$ cat config.mk
export PLATFORM = sky130hd
export DESIGN_NAME = imem_loader
export DESIGN_NICKNAME = d
export VERILOG_FILES = /design/src/rtl/mips_defs.sv /design/src/rtl/byte_to_word.sv /design/src/rtl/imem_loader.sv
export SDC_FILE = /design/constraint.sdc
export NUM_CORES = 1
export LEC_CHECK = 0
export ABC_AREA = 1
export BUFFER_PORTS_ARGS = -buffer_cell sky130_fd_sc_hd__buf_2
export CORE_MARGIN = 10
export CORE_UTILIZATION = 40
export DETAILED_ROUTE_END_ITERATION = 10
export GPL_TIMING_DRIVEN = 0
export SETUP_SLACK_MARGIN = 0.4
export SLEW_MARGIN = 20
export SYNTH_ARGS = -nofsm -noshare
export SYNTH_HDL_FRONTEND = slang
export SYNTH_SLANG_ARGS = --single-unit
$ cat constraint.sdc
create_clock -name clk -period 6.5 [get_ports clk]
set_input_delay 0.65 -clock clk [delete_from_list [all_inputs] [get_ports clk]]
set_output_delay 0.65 -clock clk [all_outputs]
set_load 0.005 [all_outputs]
$ cat src/rtl/mips_defs.sv
// Shared definitions for the instruction-memory boot loader: state encoding,
// instruction width and the word-address helper.
package mips_defs;

    localparam int INSTR_W = 32;
    localparam int CNT_W   = 16;

    typedef enum logic [1:0] {
        HDR_HI = 2'd0,
        HDR_LO = 2'd1,
        DATA   = 2'd2,
        DONE   = 2'd3
    } load_state_t;

    // Byte address of a word index; the sum wraps modulo 2^32.
    function automatic logic [31:0] word_addr(input logic [31:0] base,
                                              input logic [CNT_W-1:0] idx);
        return base + {14'd0, idx, 2'b00};
    endfunction

endpackage

$ cat src/rtl/byte_to_word.sv
// Four-lane big-endian assembler: the first byte of each group ends up in
// bits [31:24]; word_ready pulses alongside the fourth byte.
module byte_to_word
    import mips_defs::*;
(
    input  logic               clk,
    input  logic               rst,
    input  logic               clear,
    input  logic               byte_valid,
    input  logic [7:0]         byte_data,
    output logic [INSTR_W-1:0] word,
    output logic               word_ready
);

    logic [1:0]  lane;
    logic [23:0] hold;

    // NOTE: sequential state uses non-blocking assignments so every register
    // samples the pre-edge values, independent of statement order.
    always_ff @(posedge clk or posedge rst) begin
        if (rst) begin
            lane <= 2'd0;
            hold <= 24'd0;
        end else if (clear) begin
            lane <= 2'd0;
        end else if (byte_valid) begin
            hold <= {hold[15:0], byte_data};
            lane <= lane + 2'd1;
        end
    end

    // The current byte completes the word combinationally so the top can
    // register the write on the same edge that accepts the fourth byte.
    assign word       = {hold, byte_data};
    assign word_ready = byte_valid && (lane == 2'd3);

endmodule

$ cat src/rtl/imem_loader.sv
// Boot-time instruction memory writer: parses a 16-bit word-count header,
// then writes big-endian words at consecutive addresses while freezing the CPU.
module imem_loader
    import mips_defs::*;
#(
    parameter int          DEPTH     = 256,
    parameter logic [31:0] ADDR_BASE = 32'd0
) (
    input  logic               clk,
    input  logic               rst,
    input  logic               in_valid,
    input  logic [7:0]         in_data,
    output logic               in_ready,
    input  logic               reload,
    output logic               mem_we,
    output logic [31:0]        mem_addr,
    output logic [INSTR_W-1:0] mem_wdata,
    output logic               cpu_freez,
    output logic               done,
    output logic               overflow
);

    localparam logic [31:0] DEPTH_W = 32'(DEPTH);

    load_state_t        state;
    logic [CNT_W-1:0]   cnt;
    logic [CNT_W-1:0]   word_idx;
    logic               xfer;
    logic [CNT_W-1:0]   hdr_count;
    logic               in_range;
    logic               last_word;
    logic [INSTR_W-1:0] word;
    logic               word_ready;

    assign xfer      = in_valid && in_ready;
    assign hdr_count = {cnt[15:8], in_data};
    assign in_range  = {16'd0, word_idx} < DEPTH_W;
    assign last_word = (word_idx + 16'd1) == cnt;

    byte_to_word u_b2w (
        .clk        (clk),
        .rst        (rst),
        .clear      (state == DONE),
        .byte_valid (xfer && (state == DATA)),
        .byte_data  (in_data),
        .word       (word),
        .word_ready (word_ready)
    );

    always_ff @(posedge clk or posedge rst) begin
        if (rst) begin
            state     <= HDR_HI;
            cnt       <= '0;
            word_idx  <= '0;
            in_ready  <= 1'b1;
            mem_we    <= 1'b0;
            mem_addr  <= ADDR_BASE;
            mem_wdata <= '0;
            cpu_freez <= 1'b1;
            done      <= 1'b0;
            overflow  <= 1'b0;
        end else begin
            mem_we <= 1'b0;
            case (state)
                HDR_HI: begin
                    if (xfer) begin
                        cnt[15:8] <= in_data;
                        state     <= HDR_LO;
                    end
                end
                HDR_LO: begin
                    if (xfer) begin
                        cnt[7:0] <= in_data;
                        overflow <= {16'd0, hdr_count} > DEPTH_W;
                        if (hdr_count == '0) begin
                            state     <= DONE;
                            done      <= 1'b1;
                            cpu_freez <= 1'b0;
                            in_ready  <= 1'b0;
                        end else begin
                            state <= DATA;
                        end
                    end
                end
                DATA: begin
                    if (word_ready) begin
                        // Words past the memory end are still consumed to keep the stream aligned.
                        if (in_range) begin
                            mem_we    <= 1'b1;
                            mem_addr  <= word_addr(ADDR_BASE, word_idx);
                            mem_wdata <= word;
                        end
                        word_idx <= word_idx + 16'd1;
                        if (last_word) begin
                            state     <= DONE;
                            done      <= 1'b1;
                            cpu_freez <= 1'b0;
                            in_ready  <= 1'b0;
                        end
                    end
                end
                DONE: begin
                    if (reload) begin
                        state     <= HDR_HI;
                        overflow  <= 1'b0;
                        done      <= 1'b0;
                        word_idx  <= '0;
                        cpu_freez <= 1'b1;
                        in_ready  <= 1'b1;
                    end
                end
                default: state <= HDR_HI;
            endcase
        end
    end

endmodule
# After elaboration in Yosys (flattened, before gate mapping)
# Cells that the tools add are included.
word_totals:
  elab_cells: 74
  latchBits: 0
  rom_bits: 0
  ram_bits: 0
  mem_count: 0
  out_inout_bits: 69
  reg_bits: 112
op_classes:
  n_mux: 29
  div_mod_pow: 0
  magnitude_cmp: 2
  reduce_logical: 17
  n_eq_ne: 11
  n_addsub: 2
  shift: 0
  bitwise_logic: 1
  n_mul: 0
ops:
  columns: ["operator", "count"]
  rows:
  - ["$mux 16", 2]
  - ["$pmux 16 s2", 1]
  - ["$add 16x1->16 const B", 1]
  - ["$eq 16x16->1", 1]
  - ["$gt 16x9->1 const B", 1]
  - ["$logic_not 16->1", 1]
  - ["$lt 16x9->1 const B", 1]
  - ["$mux 1", 15]
  - ["$mux 2", 7]
  - ["$ne 2x2->1 const B", 5]
  - ["$reduce_and 3->1", 3]
  - ["$pmux 2 s4", 1]
  - ["$eq 2x2->1 const B", 3]
  - ["$pmux 1 s3", 2]
  - ["$reduce_and 2->1", 3]
  - ["$reduce_and 6->1", 1]
  - ["$reduce_bool 2->1", 3]
  - ["$reduce_and 5->1", 1]
  - ["$logic_and 1x1->1", 3]
  - ["$reduce_bool 3->1", 1]
  - ["$add 2x1->2 const B", 1]
  - ["$eq 2x1->1 const B", 1]
  - ["$logic_not 2->1", 1]
  - ["$ne 2x1->1 const B", 1]
  - ["2 further kinds", 2]

# Depth between registers and ports, before layout
# Gate-level depths: netlist (run 1).
depth:
  word_depth: 5
  mapped_depth: 16
  ltp_nobuf: 16

# Cells and area by module
# Synthesis (run 1) repeated with hierarchy kept, for this count alone.
unflattened:
  hier_cells: 599
  hier_area_um2: 5402.7
modules_own_cells:
  columns: ["mod", "area_per_inst_um2", "cells_each", "seq_area_each_um2", "n_inst"]
  rows:
  - ["imem_loader", 4270.3, 472, 2153.3, 1]
  - ["byte_to_word", 1132.3, 127, 650.6, 1]

# Worst setup path after synthesis (run 1)
# Ideal clock, no wire load.
synth_timing:
  path_type: "register to register"
  startpoint: "register state[0]"
  endpoint: "register done"
  setup_ps: 117
  setup_slack_ps: 4669
  t_arrival_ps: 1714
  path_stages_with_launch: 12
  period_less_slack_ps: 1831
  required_time_ps: 6383
  path_cell_list: "dfrtp_1 > inv_1 > ha_1 > inv_1 > nor2_1 > inv_2 > nor2_1 > nor2_1 > nor4_1 > nand2_1 > nand2_1 > nand2_1"
synth_between:
  elab_chain_len: 5
  word_cells_on_any_way: 13
  cone_classes: "eq/ne: 8; mux: 1; reduce/logical: 4"
synth_rtl:
  columns: ["element", "line_no", "text"]
  rows:
  - ["start, declared", "imem_loader.sv:25", "load_state_t state;"]
  - ["start signal, assigned", "imem_loader.sv:52", "state <= HDR_HI;"]
  - ["start signal, assigned", "imem_loader.sv:68", "state <= HDR_LO;"]
  - ["start signal, assigned", "imem_loader.sv:76", "state <= DONE;"]
  - ["$eq 2x2->1", "imem_loader.sv:44, imem_loader.sv:64", null]
  - ["$logic_and 1x1->1", "imem_loader.sv:44", ".byte_valid (xfer && (state == DATA)),"]
  - ["$logic_and 1x1->1", "byte_to_word.sv:35", "assign word_ready = byte_valid && (lane == 2'd3);"]
  - ["$ne 2x1->1 (no line)", null, null]
  - ["$reduce_and 6->1 (no line)", null, null]
  - ["end signal, assigned", "imem_loader.sv:60", "done <= 1'b0;"]
  - ["end signal, assigned", "imem_loader.sv:77", "done <= 1'b1;"]
  - ["end signal, assigned", "imem_loader.sv:96", "done <= 1'b1;"]
  - ["end, declared", "imem_loader.sv:19", "output logic done,"]
# Several ways; a longest one is shown, not always the timed one.
# A chain may end at the register's enable or synchronous reset.

# Worst setup path after layout (run 1)
layout_timing:
  startpoint: "register state[0]"
  endpoint: "register word_idx[2]"
layout_between:
  elab_chain_len: 5
  word_cells_on_any_way: 9
  cone_classes: "eq/ne: 4; mux: 1; reduce/logical: 4"
layout_rtl:
  columns: ["element", "line_no", "text"]
  rows:
  - ["$eq 2x2->1", "imem_loader.sv:44, imem_loader.sv:64", null]
  - ["$logic_and 1x1->1", "imem_loader.sv:44", null]
  - ["$logic_and 1x1->1", "byte_to_word.sv:35", null]
  - ["$ne 2x1->1 (no line)", null, null]
  - ["$reduce_and 3->1 (no line)", null, null]
  - ["end signal, assigned", "imem_loader.sv:93", "word_idx <= word_idx + 16'd1;"]
  - ["end, declared", "imem_loader.sv:27", "logic [CNT_W-1:0] word_idx;"]
# Several ways; a longest one is shown, not always the timed one.

==> impl_metrics.xml, run 1 <==
<?xml version="1.0" encoding="UTF-8"?>
<metrics>
  <group name="clock_network">
    <metric name="cts_inserted_buffers" unit="">9</metric>
    <metric name="clk_path_buf_depth" unit="">2</metric>
    <metric name="clkSlewWorstSetupHoldPaths" unit="ns">0.08</metric>
    <metric name="clock-sinks" unit="">112</metric>
    <metric name="worstSkewPairLatency" unit="ns">0.36</metric>
    <metric name="cts_setup_buffers" unit="">0</metric>
    <metric name="root_driver" unit="">clkbuf_16</metric>
    <metric name="cts.htree.levels" unit="">3</metric>
    <metric name="cts.hold.buffers_added" unit="">0</metric>
    <metric name="cts_tree" unit="">done</metric>
    <metric name="postCtsResizedCells" unit="">0</metric>
  </group>
  <group name="global_route">
    <metric name="globalRouteMet2Util" unit="%">23.2</metric>
    <metric name="grt.overflow.total" unit="">0</metric>
    <metric name="grt_use_total" unit="%">14.6</metric>
    <metric name="gr-usage-met1" unit="%">18.6</metric>
    <metric name="antenna_found_initial" unit="">0</metric>
    <metric name="grt.busiest_layer" unit="">met2</metric>
    <metric name="grt_use_met3" unit="%">4.74</metric>
    <metric name="wire_length_of_the_first_global_routing_pass" unit="mm">21.3</metric>
    <metric name="grt_max_degree" unit="">78</metric>
    <metric name="grt_pass1_vias" unit="">4240</metric>
  </group>
  <group name="timing">
    <metric name="tightestPinTransition" unit="ns">0.584</metric>
    <metric name="period_share" unit="%">36.1</metric>
    <metric name="finalSetupViolations" unit="">0</metric>
    <metric name="rsz0062_at_grt" unit="">no</metric>
    <metric name="setup_slack" unit="ns">4.15</metric>
    <metric name="timing.clock.skew" unit="ns">0.0109</metric>
    <metric name="final_period_minus_worst_setup_slack" unit="ns">2.35</metric>
    <metric name="totalNegativeSetupSlack" unit="ns">0</metric>
    <metric name="maximum_achievable_frequency" unit="MHz">426</metric>
    <metric name="timing.final.hold_violations" unit="">0</metric>
    <metric name="max-slew-margin-rel" unit="%">61.0</metric>
    <metric name="finalMaxSlewViolations" unit="">0</metric>
    <metric name="hold_slack" unit="ns">0.283</metric>
  </group>
  <group name="synth">
    <metric name="yosys_warnings" unit="">0</metric>
    <metric name="synth.mux.area_fraction" unit="%">0</metric>
    <metric name="synth_largest_area_cell" unit="">dfrtp_1</metric>
    <metric name="yosys.area_share.xor_xnor" unit="%">1.39</metric>
    <metric name="yosysUniqueCellTypes" unit="">31</metric>
    <metric name="netlist.area_leader.share" unit="%">54.0</metric>
    <metric name="synth_simple_gate_area_share" unit="%">23.0</metric>
    <metric name="yosys.area_share.adder" unit="%">1.70</metric>
    <metric name="synthesis.area" unit="um2">5140</metric>
    <metric name="main_combinational_cell_family_by_area_after_synthesis" unit="">simple AND/OR/NAND/NOR gates</metric>
    <metric name="synth.area.top_cells" unit="">dfrtp_1, nand2_1, o21ai_0, inv_1, nand3_1</metric>
    <metric name="synthCells" unit="">611</metric>
    <metric name="seq_area_frac_synth" unit="%">54.5</metric>
    <metric name="synth-compound-area-share" unit="%">10.4</metric>
    <metric name="postSynthAreaPerCell" unit="um2">8.42</metric>
    <metric name="ys_seq_elements" unit="">112</metric>
  </group>
  <group name="pwr">
    <metric name="power.share.sequential" unit="%">55.3</metric>
    <metric name="power_density" unit="nW/um2">208</metric>
    <metric name="p_int" unit="W">0.000971</metric>
    <metric name="pwr-share-comb" unit="%">2.8</metric>
    <metric name="power.net_switching" unit="W">0.000287</metric>
    <metric name="p_sw_share" unit="%">22.8</metric>
    <metric name="power_leakage" unit="nW">3.36</metric>
    <metric name="max-vdd-ir-drop" unit="V">0.000186</metric>
    <metric name="share_of_total_power_in_the_clock_network" unit="%">41.9</metric>
  </group>
  <group name="job">
    <metric name="timing.max_cap.violations" unit="">0</metric>
  </group>
  <group name="placement">
    <metric name="placedInstanceArea" unit="um2">5770</metric>
    <metric name="dp_slack" unit="ns">4.17</metric>
    <metric name="routabilityCongestion" unit="">0.876</metric>
    <metric name="placement.io_buffers" unit="">64</metric>
    <metric name="place_hpwl" unit="mm">9.69</metric>
  </group>
  <group name="final_layout">
    <metric name="most_used_cells_in_the_layout_excluding_fill_and_tap_cells" unit="">nand2_1, dfrtp_1, o21ai_0, inv_1, buf_2</metric>
    <metric name="postLayoutCellArea" unit="um2">6040</metric>
    <metric name="drive_above_1_share" unit="%">16.3</metric>
    <metric name="footprint_of_the_multi_input_gates" unit="um2">1940</metric>
    <metric name="area.growth.synth_to_final" unit="%">17.5</metric>
    <metric name="utilization" unit="%">47.9</metric>
    <metric name="antenna_cells" unit="">0</metric>
    <metric name="nFillCells" unit="">1273</metric>
    <metric name="final_common_cell" unit="">nand2_1</metric>
    <metric name="finish.net_count" unit="">721</metric>
    <metric name="register_area" unit="um2">2800</metric>
  </group>
  <group name="setup_path">
    <metric name="crit_path_end_kind" unit="">register</metric>
    <metric name="ff_to_ff_setup_slack" unit="ns">4.15</metric>
    <metric name="worst_ep_arrival_time" unit="ns">2.57</metric>
    <metric name="cp_max_fo" unit="">10</metric>
    <metric name="crit-reg2reg-launch" unit="">state[0]</metric>
    <metric name="startpoint_type" unit="">register</metric>
    <metric name="worst_setup_path_class" unit="">register to register</metric>
    <metric name="reg2reg_depth" unit="">10</metric>
    <metric name="critPathRequiredTime" unit="ns">6.73</metric>
    <metric name="r2r_end" unit="">word_idx[2]</metric>
    <metric name="startpoint" unit="">state[0]</metric>
  </group>
  <group name="die">
    <metric name="rows" unit="">41</metric>
    <metric name="floorplan.core_area" unit="um2">12600</metric>
    <metric name="die_x" unit="um">133</metric>
    <metric name="ports" unit="">81</metric>
    <metric name="die_area" unit="um2">17800</metric>
    <metric name="initial_core_util" unit="%">40.8</metric>
    <metric name="chipHeight" unit="um">133</metric>
  </group>
  <group name="detailed_routing">
    <metric name="detailroute.via_count" unit="">4282</metric>
    <metric name="viasPerCell" unit="">4.87</metric>
    <metric name="drt_wl_total" unit="mm">12.8</metric>
    <metric name="detailedRoute.firstIterationViolations" unit="">328</metric>
    <metric name="ant_nets" unit="">0</metric>
    <metric name="dr.pass1.iters" unit="">5</metric>
    <metric name="wire_per_inst" unit="um">14.5</metric>
    <metric name="drt_drc_violations_left" unit="">0</metric>
  </group>
  <group name="run_status">
    <metric name="run_status" unit="">completed</metric>
  </group>
  <group name="worst_hold_path">
    <metric name="min-delay-path-class" unit="">input pin to async pin</metric>
  </group>
</metrics>
-- worst max path at each step --
stage / slack (ns) / cells past startpoint / to
floorplan: 2.89 / 1 / cnt[0]
global placement: 1.61 / 2 / done
detailed placement: 4.17 / 10 / word_idx[2]
CTS: 4.14 / 10 / word_idx[2]
global route: 3.94 / 10 / word_idx[2]
finish: 4.15 / 10 / word_idx[2]
-- synth_stat cells, drive strengths merged --
master and number:
nand2 190, clkinv 1, a21oi 2, nor2 40
nand3b 5, ha 7, buf 19, dfstp 1
xnor3 2, xor2 2, a211oi 2, clkbuf 13
conb 1, nand4 7, a22o 1, dfrtp 111
o2111ai 1, inv 72, xnor2 1, nand3 34
o22ai 11, o21ai 83, nor4 5
-- state kept, by name, indices dropped and copies added (netlist names) --
name / count
state: 2
mem_addr: 16
u_b2w.lane: 2
overflow: 1
done: 1
mem_we: 1
cpu_freez: 1
word_idx: 16
mem_wdata: 32
u_b2w.hold: 24
cnt: 16
-- routing by layer --
metal,up-vias,wire length [um]
li1,2116,-
met1,2044,5940
met2,109,5810
met3,13,837
met4,0,167
met5,-,0
-- kinds of logic after synthesis --
family,after synthesis
AND/OR/NAND/NOR,281
flip-flops,112
buffers and inverters,105
AO/OA/AOI/OAI,100
adder cells (fa/ha/maj),7
XOR/XNOR,5
other,1
-- stage by stage --
step / total power, W / std cells
after global routing: 0.00130 / 879
after CTS: 0.00127 / 879
after global placement: 0.000743 / 862
after detailed placement: 0.000745 / 863
after floorplan: 0.000731 / 626
final: 0.00126 / 879
-- worst max-delay path: stages, from the launching register on --
cell      delay, ns
dfrtp_1        0.44
inv_1          0.15
ha_1           0.21
inv_1          0.09
nor2_1         0.13
inv_2          0.06
nor2_1         0.13
nor2_1         0.09
a211oi_2       0.45
buf_2          0.36
o22ai_1        0.11
-- power by group through the flow --
stage,sequential [W],combinational (W),clock (W)
4_1_cts,0.000696,0.0000353,0.000538
3_3_place_gp,0.000710,0.0000325,0
5_1_grt,0.000696,0.0000399,0.000561
6_report,0.000696,0.0000348,0.000527
2_1_floorplan,0.000710,0.0000208,0
3_5_place_dp,0.000710,0.0000354,0
-- cell type report --
| class | instances | share of cell area (%) |
|---|---|---|
| Buffer | 32 | 3.08 |
| Tap cell | 172 | 3.56 |
| Clock buffer | 9 | 3.73 |
| Timing Repair Buffer | 65 | 5.75 |
| Clock inverter | 7 | 0.849 |
| Multi-Input combinational cell | 409 | 32.0 |
| Sequential cell | 112 | 46.4 |
| Inverter | 73 | 4.62 |
Note: power is estimated with default switching activity, not from simulation.
==> run 2, diff against run 1 <==
==> constraint.sdc (replaced) <==
create_clock -name clk -period 2.41 [get_ports clk]
set_input_delay 0.241 -clock clk [delete_from_list [all_inputs] [get_ports clk]]
set_output_delay 0.241 -clock clk [all_outputs]
set_load 0.005 [all_outputs]
==> run 2 against run 1 <==
Compared with the run above:
- setup slack got worse by 3.7 ns
- via count increased by 1.8%
- combinational power increased to 2.9 times the previous value
- fmax increased by 19%
- sequential power increased to 2.7 times the previous value
- non-clock buffer count increased by 15
- critical path depth increased by 4
- clock skew about the same
- first-iteration DRC count decreased by 1.2%
- register-to-register slack got worse by 3.7 ns
- critical path type unchanged
==> impl_metrics.xml, run 2 (synthesized netlist as in run 1, its figures left out) <==
<?xml version="1.0" encoding="UTF-8"?>
<metrics>
  <group name="run_status">
    <metric name="run_status" unit="">completed</metric>
  </group>
  <group name="die">
    <metric name="die_x" unit="um">133</metric>
    <metric name="initial_core_util" unit="%">40.8</metric>
    <metric name="rows" unit="">41</metric>
    <metric name="chipHeight" unit="um">133</metric>
    <metric name="floorplan.core_area" unit="um2">12600</metric>
    <metric name="die_area" unit="um2">17800</metric>
    <metric name="ports" unit="">81</metric>
  </group>
  <group name="timing">
    <metric name="timing.clock.skew" unit="ns">0.0105</metric>
    <metric name="finalSetupViolations" unit="">0</metric>
    <metric name="hold_slack" unit="ns">0.127</metric>
    <metric name="setup_slack" unit="ns">0.438</metric>
    <metric name="period_share" unit="%">81.8</metric>
    <metric name="finalMaxSlewViolations" unit="">0</metric>
    <metric name="maximum_achievable_frequency" unit="MHz">507</metric>
    <metric name="totalNegativeSetupSlack" unit="ns">0</metric>
    <metric name="rsz0062_at_grt" unit="">yes</metric>
    <metric name="timing.final.hold_violations" unit="">0</metric>
    <metric name="final_period_minus_worst_setup_slack" unit="ns">1.97</metric>
  </group>
  <group name="detailed_routing">
    <metric name="dr.pass1.iters" unit="">4</metric>
    <metric name="drt_wl_total" unit="mm">13.3</metric>
    <metric name="ant_nets" unit="">0</metric>
    <metric name="viasPerCell" unit="">4.87</metric>
    <metric name="drt_drc_violations_left" unit="">0</metric>
    <metric name="detailedRoute.firstIterationViolations" unit="">324</metric>
    <metric name="detailroute.via_count" unit="">4358</metric>
    <metric name="wire_per_inst" unit="um">14.9</metric>
  </group>
  <group name="pwr">
    <metric name="power_density" unit="nW/um2">542</metric>
    <metric name="p_total" unit="W">0.00345</metric>
    <metric name="max-vdd-ir-drop" unit="V">0.000387</metric>
    <metric name="power_leakage" unit="nW">3.52</metric>
  </group>
  <group name="setup_path">
    <metric name="cp_max_fo" unit="">7</metric>
    <metric name="worst_setup_path_class" unit="">register to register</metric>
    <metric name="crit_path_end_kind" unit="">register</metric>
    <metric name="critPathRequiredTime" unit="ns">2.66</metric>
    <metric name="worst_ep_arrival_time" unit="ns">2.22</metric>
    <metric name="startpoint_type" unit="">register</metric>
  </group>
  <group name="placement">
    <metric name="routabilityCongestion" unit="">0.853</metric>
    <metric name="dp_slack" unit="ns">0.0727</metric>
    <metric name="place_hpwl" unit="mm">9.76</metric>
    <metric name="placedInstanceArea" unit="um2">5800</metric>
    <metric name="placement.io_buffers" unit="">64</metric>
  </group>
  <group name="job">
    <metric name="timing.max_cap.violations" unit="">0</metric>
  </group>
  <group name="global_route">
    <metric name="antenna_found_initial" unit="">0</metric>
    <metric name="grt_use_total" unit="%">15.3</metric>
    <metric name="grt_max_degree" unit="">35</metric>
    <metric name="grt_pass1_vias" unit="">4355</metric>
    <metric name="wire_length_of_the_first_global_routing_pass" unit="mm">22.3</metric>
    <metric name="grt.overflow.total" unit="">0</metric>
  </group>
  <group name="final_layout">
    <metric name="most_used_cells_in_the_layout_excluding_fill_and_tap_cells" unit="">nand2_1, dfrtp_1, o21ai_0, buf_2, inv_1</metric>
    <metric name="antenna_cells" unit="">0</metric>
    <metric name="area.growth.synth_to_final" unit="%">23.7</metric>
    <metric name="max_flop_register" unit="">mem_wdata</metric>
    <metric name="drive_above_1_share" unit="%">22.4</metric>
    <metric name="finish.net_count" unit="">736</metric>
    <metric name="biggestRegsByFlops" unit="">mem_wdata (32), u_b2w.hold (24)</metric>
    <metric name="largest_reg_flops" unit="">32</metric>
    <metric name="postLayoutCellArea" unit="um2">6360</metric>
    <metric name="final_common_cell" unit="">nand2_1</metric>
    <metric name="nFillCells" unit="">1197</metric>
  </group>
  <group name="clock_network">
    <metric name="clk_path_buf_depth" unit="">2</metric>
    <metric name="worstSkewPairLatency" unit="ns">0.36</metric>
    <metric name="root_driver" unit="">clkbuf_16</metric>
    <metric name="clock-sinks" unit="">112</metric>
    <metric name="clkSlewWorstSetupHoldPaths" unit="ns">0.08</metric>
    <metric name="cts_tree" unit="">done</metric>
    <metric name="cts.htree.levels" unit="">3</metric>
    <metric name="cts_inserted_buffers" unit="">9</metric>
  </group>
  <group name="worst_hold_path">
    <metric name="min-delay-path-class" unit="">input pin to register</metric>
  </group>
</metrics>
run 2: changes by cell type in the layout (fill, tap and decap cells not counted), moves of 5 or more:
cell and delta:
nand3_1 -6, nand3_2 +6, buf_6 +5, nor2_1 -9, nor2_4 +5, buf_4 +9, clkbuf_1 -7
run 2: report_power, final:
| group | switching (W) | internal (W) | total, W |
|---|---|---|---|
| sequential | 0 | 0.00188 | 0.00188 |
| clock | 0.000747 | 0.000723 | 0.00147 |
| combinational | 0.0000664 | 0.0000354 | 0.000102 |
| total | 0.000814 | 0.00264 | 0.00345 |
run 2: cell type report:
class / count / area [um2] / share of cell area, %
multi-input cells: 409 / 2070 / 32.5
clock buffers: 9 / 225 / 3.54
clock inverters: 7 / 65.1 / 1.02
flip-flops and latches: 112 / 2810 / 44.1
well taps: 172 / 215 / 3.38
repair buffers: 80 / 495 / 7.79
inverters: 73 / 283 / 4.44
plain buffers: 32 / 206 / 3.24
run 2: path summary, 6_finish.rpt:
kind	from	to	slack, ns	depth (start not counted)
min in group asynchronous	rst	mem_addr[13]	0.47	3
hold / removal	in_data[0]	u_b2w.hold[0]	0.13	3
setup / recovery	word_idx[0]	done	0.44	14
hold reg to reg	done	done	0.47	2
max in group asynchronous	rst	cpu_freez	1.13	5
setup reg to reg	word_idx[0]	done	0.44	14
run 2: critical path, cell delays in order, from the launching register on:
cell	delay, ns
dfrtp_1	0.40
buf_6	0.13
clkinvlp_4	0.11
nor2_4	0.24
nand3_2	0.11
nand3_2	0.09
nand2_1	0.06
nor2_1	0.10
nand2_1	0.09
nor2_2	0.10
nand3_2	0.13
nand2_4	0.10
nand2_1	0.07
nand2_1	0.07
nand2_1	0.05
run 2: metal layers:
metal	up-vias	global-route usage (%)	share of wire [%]
li1	2137	-	-
met1	2082	20.5	46
met2	120	23.9	46
met3	19	3.08	6.1
met4	0	6.11	2.0
met5	-	0	0
run 2: metrics by stage:
| step | std cells | util, % |
|---|---|---|
| floorplan | 626 | - |
| global placement | 862 | 45.5 |
| detailed placement | 865 | 46.0 |
| CTS | 889 | 49.6 |
| global route | 894 | 50.4 |
| finish | 894 | 50.4 |
run 2: timing repair:
item	in CTS	in global routing
buffers inserted	6	5
cloned	1	0
endpoints found under the hold margin	19	0
hold buffers	1	0
pin swaps	11	11
resized for setup	32	25
setup endpoints to repair	68	92
==> run 3, diff against run 2 <==
--- a/config.mk
+++ b/config.mk
@@ -5,7 +5,7 @@
 export SDC_FILE = /design/constraint.sdc
 export NUM_CORES = 1
 export LEC_CHECK = 0
-export ABC_AREA = 1
+export ABC_AREA = 0
 export BUFFER_PORTS_ARGS = -buffer_cell sky130_fd_sc_hd__buf_2
 export CORE_MARGIN = 10
 export CORE_UTILIZATION = 40
==> constraint.sdc (replaced) <==
create_clock -name clk -period 1.7 [get_ports clk]
set_input_delay 0.17 -clock clk [delete_from_list [all_inputs] [get_ports clk]]
set_output_delay 0.17 -clock clk [all_outputs]
set_load 0.005 [all_outputs]
==> run 3 against run 2 <==
Compared with the run above:
- power rose by 44%
- combinational power up 40%
- cell area up 20%
- die area rose by 2.3%
- clock power up 47%
- first-iteration DRC count shrank 18%
- flip-flop and latch count unchanged
- synthesized cell count decreased by 7.9%
- utilization is 9.6 points higher
- final cell count fell by 2.2%
- largest power group unchanged
- the flow now finishes with violations (hold timing, setup timing)
- hold slack got worse by 0.19 ns
- highest routed layer unchanged
==> impl_metrics.xml, run 3 <==
<?xml version="1.0" encoding="UTF-8"?>
<metrics>
  <group name="run_status">
    <metric name="run_status" unit="">complete, but fails checks</metric>
    <metric name="violations_in_the_final_reports" unit="">hold timing, setup timing</metric>
  </group>
  <group name="global_route">
    <metric name="grt.overflow.total" unit="">0</metric>
    <metric name="grt_use_total" unit="%">15.5</metric>
    <metric name="grt_max_degree" unit="">33</metric>
    <metric name="grt_pass1_vias" unit="">4318</metric>
    <metric name="antenna_found_initial" unit="">0</metric>
    <metric name="wire_length_of_the_first_global_routing_pass" unit="mm">22.8</metric>
  </group>
  <group name="synth">
    <metric name="ys_seq_elements" unit="">112</metric>
    <metric name="seq_area_frac_synth" unit="%">53.1</metric>
    <metric name="yosysMostFrequentCell" unit="">nand2_1</metric>
    <metric name="netlist.area_leader.share" unit="%">52.6</metric>
    <metric name="number_of_flops_mapped_to_enable_cells_by_yosys" unit="">0</metric>
    <metric name="synth_common_cells" unit="">nand2_1, dfrtp_1, o21ai_0</metric>
    <metric name="synth.area.top_cells" unit="">dfrtp_1, nand2_1, mux2_2, buf_4, o21ai_0</metric>
    <metric name="synth_largest_area_cell" unit="">dfrtp_1</metric>
    <metric name="postSynthAreaPerCell" unit="um2">9.38</metric>
    <metric name="ys_dominant_reg_cell" unit="">dfrtp_1</metric>
    <metric name="synthCells" unit="">563</metric>
    <metric name="synthesis.area" unit="um2">5280</metric>
    <metric name="asyncSetResetFlopFracSynth" unit="%">100</metric>
    <metric name="yosysUniqueCellTypes" unit="">60</metric>
    <metric name="yosys_warnings" unit="">0</metric>
  </group>
  <group name="setup_path">
    <metric name="startpoint" unit="">word_idx[0]</metric>
    <metric name="worst_setup_path_class" unit="">register to register</metric>
    <metric name="crit_path_end_kind" unit="">register</metric>
    <metric name="number_of_buffer_and_inverter_instances_along_the_worst_setup_path" unit="">1</metric>
    <metric name="worst_ep_arrival_time" unit="ns">2.75</metric>
    <metric name="critical_path.cell_chain" unit="">ha_4, buf_4, and2_1, o21ai_2, o311ai_1, o21ai_1, o2111ai_2, o41ai_4, nand2_2, mux2_4</metric>
    <metric name="cpPeakStageDelay" unit="ns">0.49</metric>
    <metric name="crit-reg2reg-launch" unit="">word_idx[0]</metric>
    <metric name="critPathRequiredTime" unit="ns">1.94</metric>
    <metric name="startpoint_type" unit="">register</metric>
    <metric name="cell_family_contributing_the_most_delay_on_the_critical_path" unit="">compound AO/OA/AOI/OAI gates</metric>
    <metric name="cp_max_fo" unit="">4</metric>
    <metric name="critical-path-slowest-cell" unit="">o41ai_4</metric>
  </group>
  <group name="die">
    <metric name="chipHeight" unit="um">135</metric>
    <metric name="floorplan.core_area" unit="um2">12800</metric>
    <metric name="die_area" unit="um2">18200</metric>
    <metric name="rows" unit="">41</metric>
    <metric name="initial_core_util" unit="%">41.4</metric>
    <metric name="die_x" unit="um">135</metric>
    <metric name="ports" unit="">81</metric>
  </group>
  <group name="placement">
    <metric name="place_hpwl" unit="mm">9.99</metric>
    <metric name="dp_cells" unit="">817</metric>
    <metric name="dp_slack" unit="ns">-1.03</metric>
    <metric name="placement.io_buffers" unit="">64</metric>
    <metric name="routabilityCongestion" unit="">0.871</metric>
  </group>
  <group name="timing">
    <metric name="finalMaxSlewViolations" unit="">0</metric>
    <metric name="rsz0062_at_grt" unit="">yes</metric>
    <metric name="hold_slack" unit="ns">-0.0629</metric>
    <metric name="period_share" unit="%">147</metric>
    <metric name="finalSetupViolations" unit="">90</metric>
    <metric name="setup_slack" unit="ns">-0.805</metric>
    <metric name="tightestPinTransition" unit="ns">0.737</metric>
    <metric name="timing.final.hold_violations" unit="">30</metric>
    <metric name="max-slew-margin-rel" unit="%">50.8</metric>
    <metric name="maximum_achievable_frequency" unit="MHz">399</metric>
    <metric name="final_period_minus_worst_setup_slack" unit="ns">2.50</metric>
    <metric name="timing.clock.skew" unit="ns">0.00894</metric>
  </group>
  <group name="final_layout">
    <metric name="largest_reg_flops" unit="">32</metric>
    <metric name="antenna_cells" unit="">0</metric>
    <metric name="filler_free_cell_count_of_the_finished_design" unit="">874</metric>
    <metric name="drive_above_1_share" unit="%">48.6</metric>
    <metric name="nFillCells" unit="">1082</metric>
    <metric name="biggestRegsByFlops" unit="">mem_wdata (32), u_b2w.hold (24)</metric>
    <metric name="finish.net_count" unit="">717</metric>
    <metric name="most_used_cells_in_the_layout_excluding_fill_and_tap_cells" unit="">nand2_1, dfrtp_1, buf_2, nand2_2, buf_4</metric>
    <metric name="max_flop_register" unit="">mem_wdata</metric>
    <metric name="area.growth.synth_to_final" unit="%">45.1</metric>
    <metric name="final_common_cell" unit="">nand2_1</metric>
  </group>
  <group name="detailed_routing">
    <metric name="ant_nets" unit="">0</metric>
    <metric name="viasPerCell" unit="">5.04</metric>
    <metric name="dr.pass1.iters" unit="">4</metric>
    <metric name="wire_per_inst" unit="um">17.1</metric>
    <metric name="drt_wl_total" unit="mm">14.9</metric>
    <metric name="drt_drc_violations_left" unit="">0</metric>
    <metric name="detailedRoute.firstIterationViolations" unit="">266</metric>
    <metric name="detailroute.via_count" unit="">4406</metric>
  </group>
  <group name="clock_network">
    <metric name="clk_path_buf_depth" unit="">2</metric>
    <metric name="clock-sinks" unit="">112</metric>
    <metric name="clkSlewWorstSetupHoldPaths" unit="ns">0.07</metric>
    <metric name="cts_tree" unit="">done</metric>
    <metric name="cts_inserted_buffers" unit="">9</metric>
    <metric name="cts.htree.levels" unit="">3</metric>
    <metric name="root_driver" unit="">clkbuf_16</metric>
    <metric name="worstSkewPairLatency" unit="ns">0.35</metric>
  </group>
  <group name="pwr">
    <metric name="p_total" unit="W">0.00496</metric>
    <metric name="max-vdd-ir-drop" unit="V">0.000504</metric>
    <metric name="power_leakage" unit="nW">3.93</metric>
    <metric name="power_density" unit="nW/um2">647</metric>
  </group>
  <group name="worst_hold_path">
    <metric name="min-delay-path-class" unit="">input pin to async pin</metric>
  </group>
  <group name="job">
    <metric name="timing.max_cap.violations" unit="">0</metric>
  </group>
</metrics>
[run 3: worst paths after layout]
check,to,slack [ns],cells after the start
min reg2reg,mem_addr[5],0.48,2
max reg2reg,state[1],-0.80,10
min in group clk,u_b2w.hold[3],0.10,3
min,mem_addr[10],-0.06,2
max in group asynchronous,u_b2w.hold[21],0.97,4
max,state[1],-0.80,10
[run 3: layout make-up]
type / instances / area [um2] / area share (%)
multi-input cells: 414 / 2910 / 37.9
flip-flops and latches: 112 / 2810 / 36.7
repair buffers: 109 / 891 / 11.6
plain buffers: 46 / 508 / 6.63
clock buffers: 10 / 229 / 2.99
well taps: 172 / 215 / 2.81
clock inverters: 5 / 66.3 / 0.865
inverters: 6 / 38.8 / 0.506
[run 3: routing by layer]
metal  wire length [um]  part of all wire [%]  GRT usage [%]
met5                  0                     0              0
met4                170                   1.1           5.14
met3                890                   6.0           3.78
met2               6920                    46           23.2
met1               6930                    46           21.2
[run 3: what timing repair did]
item                                    4_1_cts  5_1_grt
pin swaps                                    14       53
setup buffers                                21       12
endpoints found under the setup margin      112      114
hold endpoints to repair                     30       13
resized for setup                            44      180
gates cloned                                  3        6
[run 3: logic make-up after synthesis]
kind of cell	count (synthesis)	synth area share (%)
and+or+nand+nor	294	24.6
AOI/OAI and AO/OA	56	7.15
xor gates and xnor gates	17	2.82
buffers and inverters	52	5.61
muxes	24	5.04
other	1	0.0710
adders and majority gates	7	1.66
DFF	112	53.1
[run 3: stage by stage]
step           setup TNS (ns)  util, %  cell area, um2
6_report               -18.41     60.0            7670
5_1_grt                -23.18     60.0            7670
2_1_floorplan           -2.79        -            5600
4_1_cts                -10.41     54.0            6900
3_5_place_dp           -21.41     48.5            6200
3_3_place_gp           -82.98     48.0            6140
[run 3: report_power, final]
part	switching, W	internal, W
registers	0	0.00266
logic	0.0000950	0.0000485
clock network	0.00100	0.00116
total	0.00110	0.00387
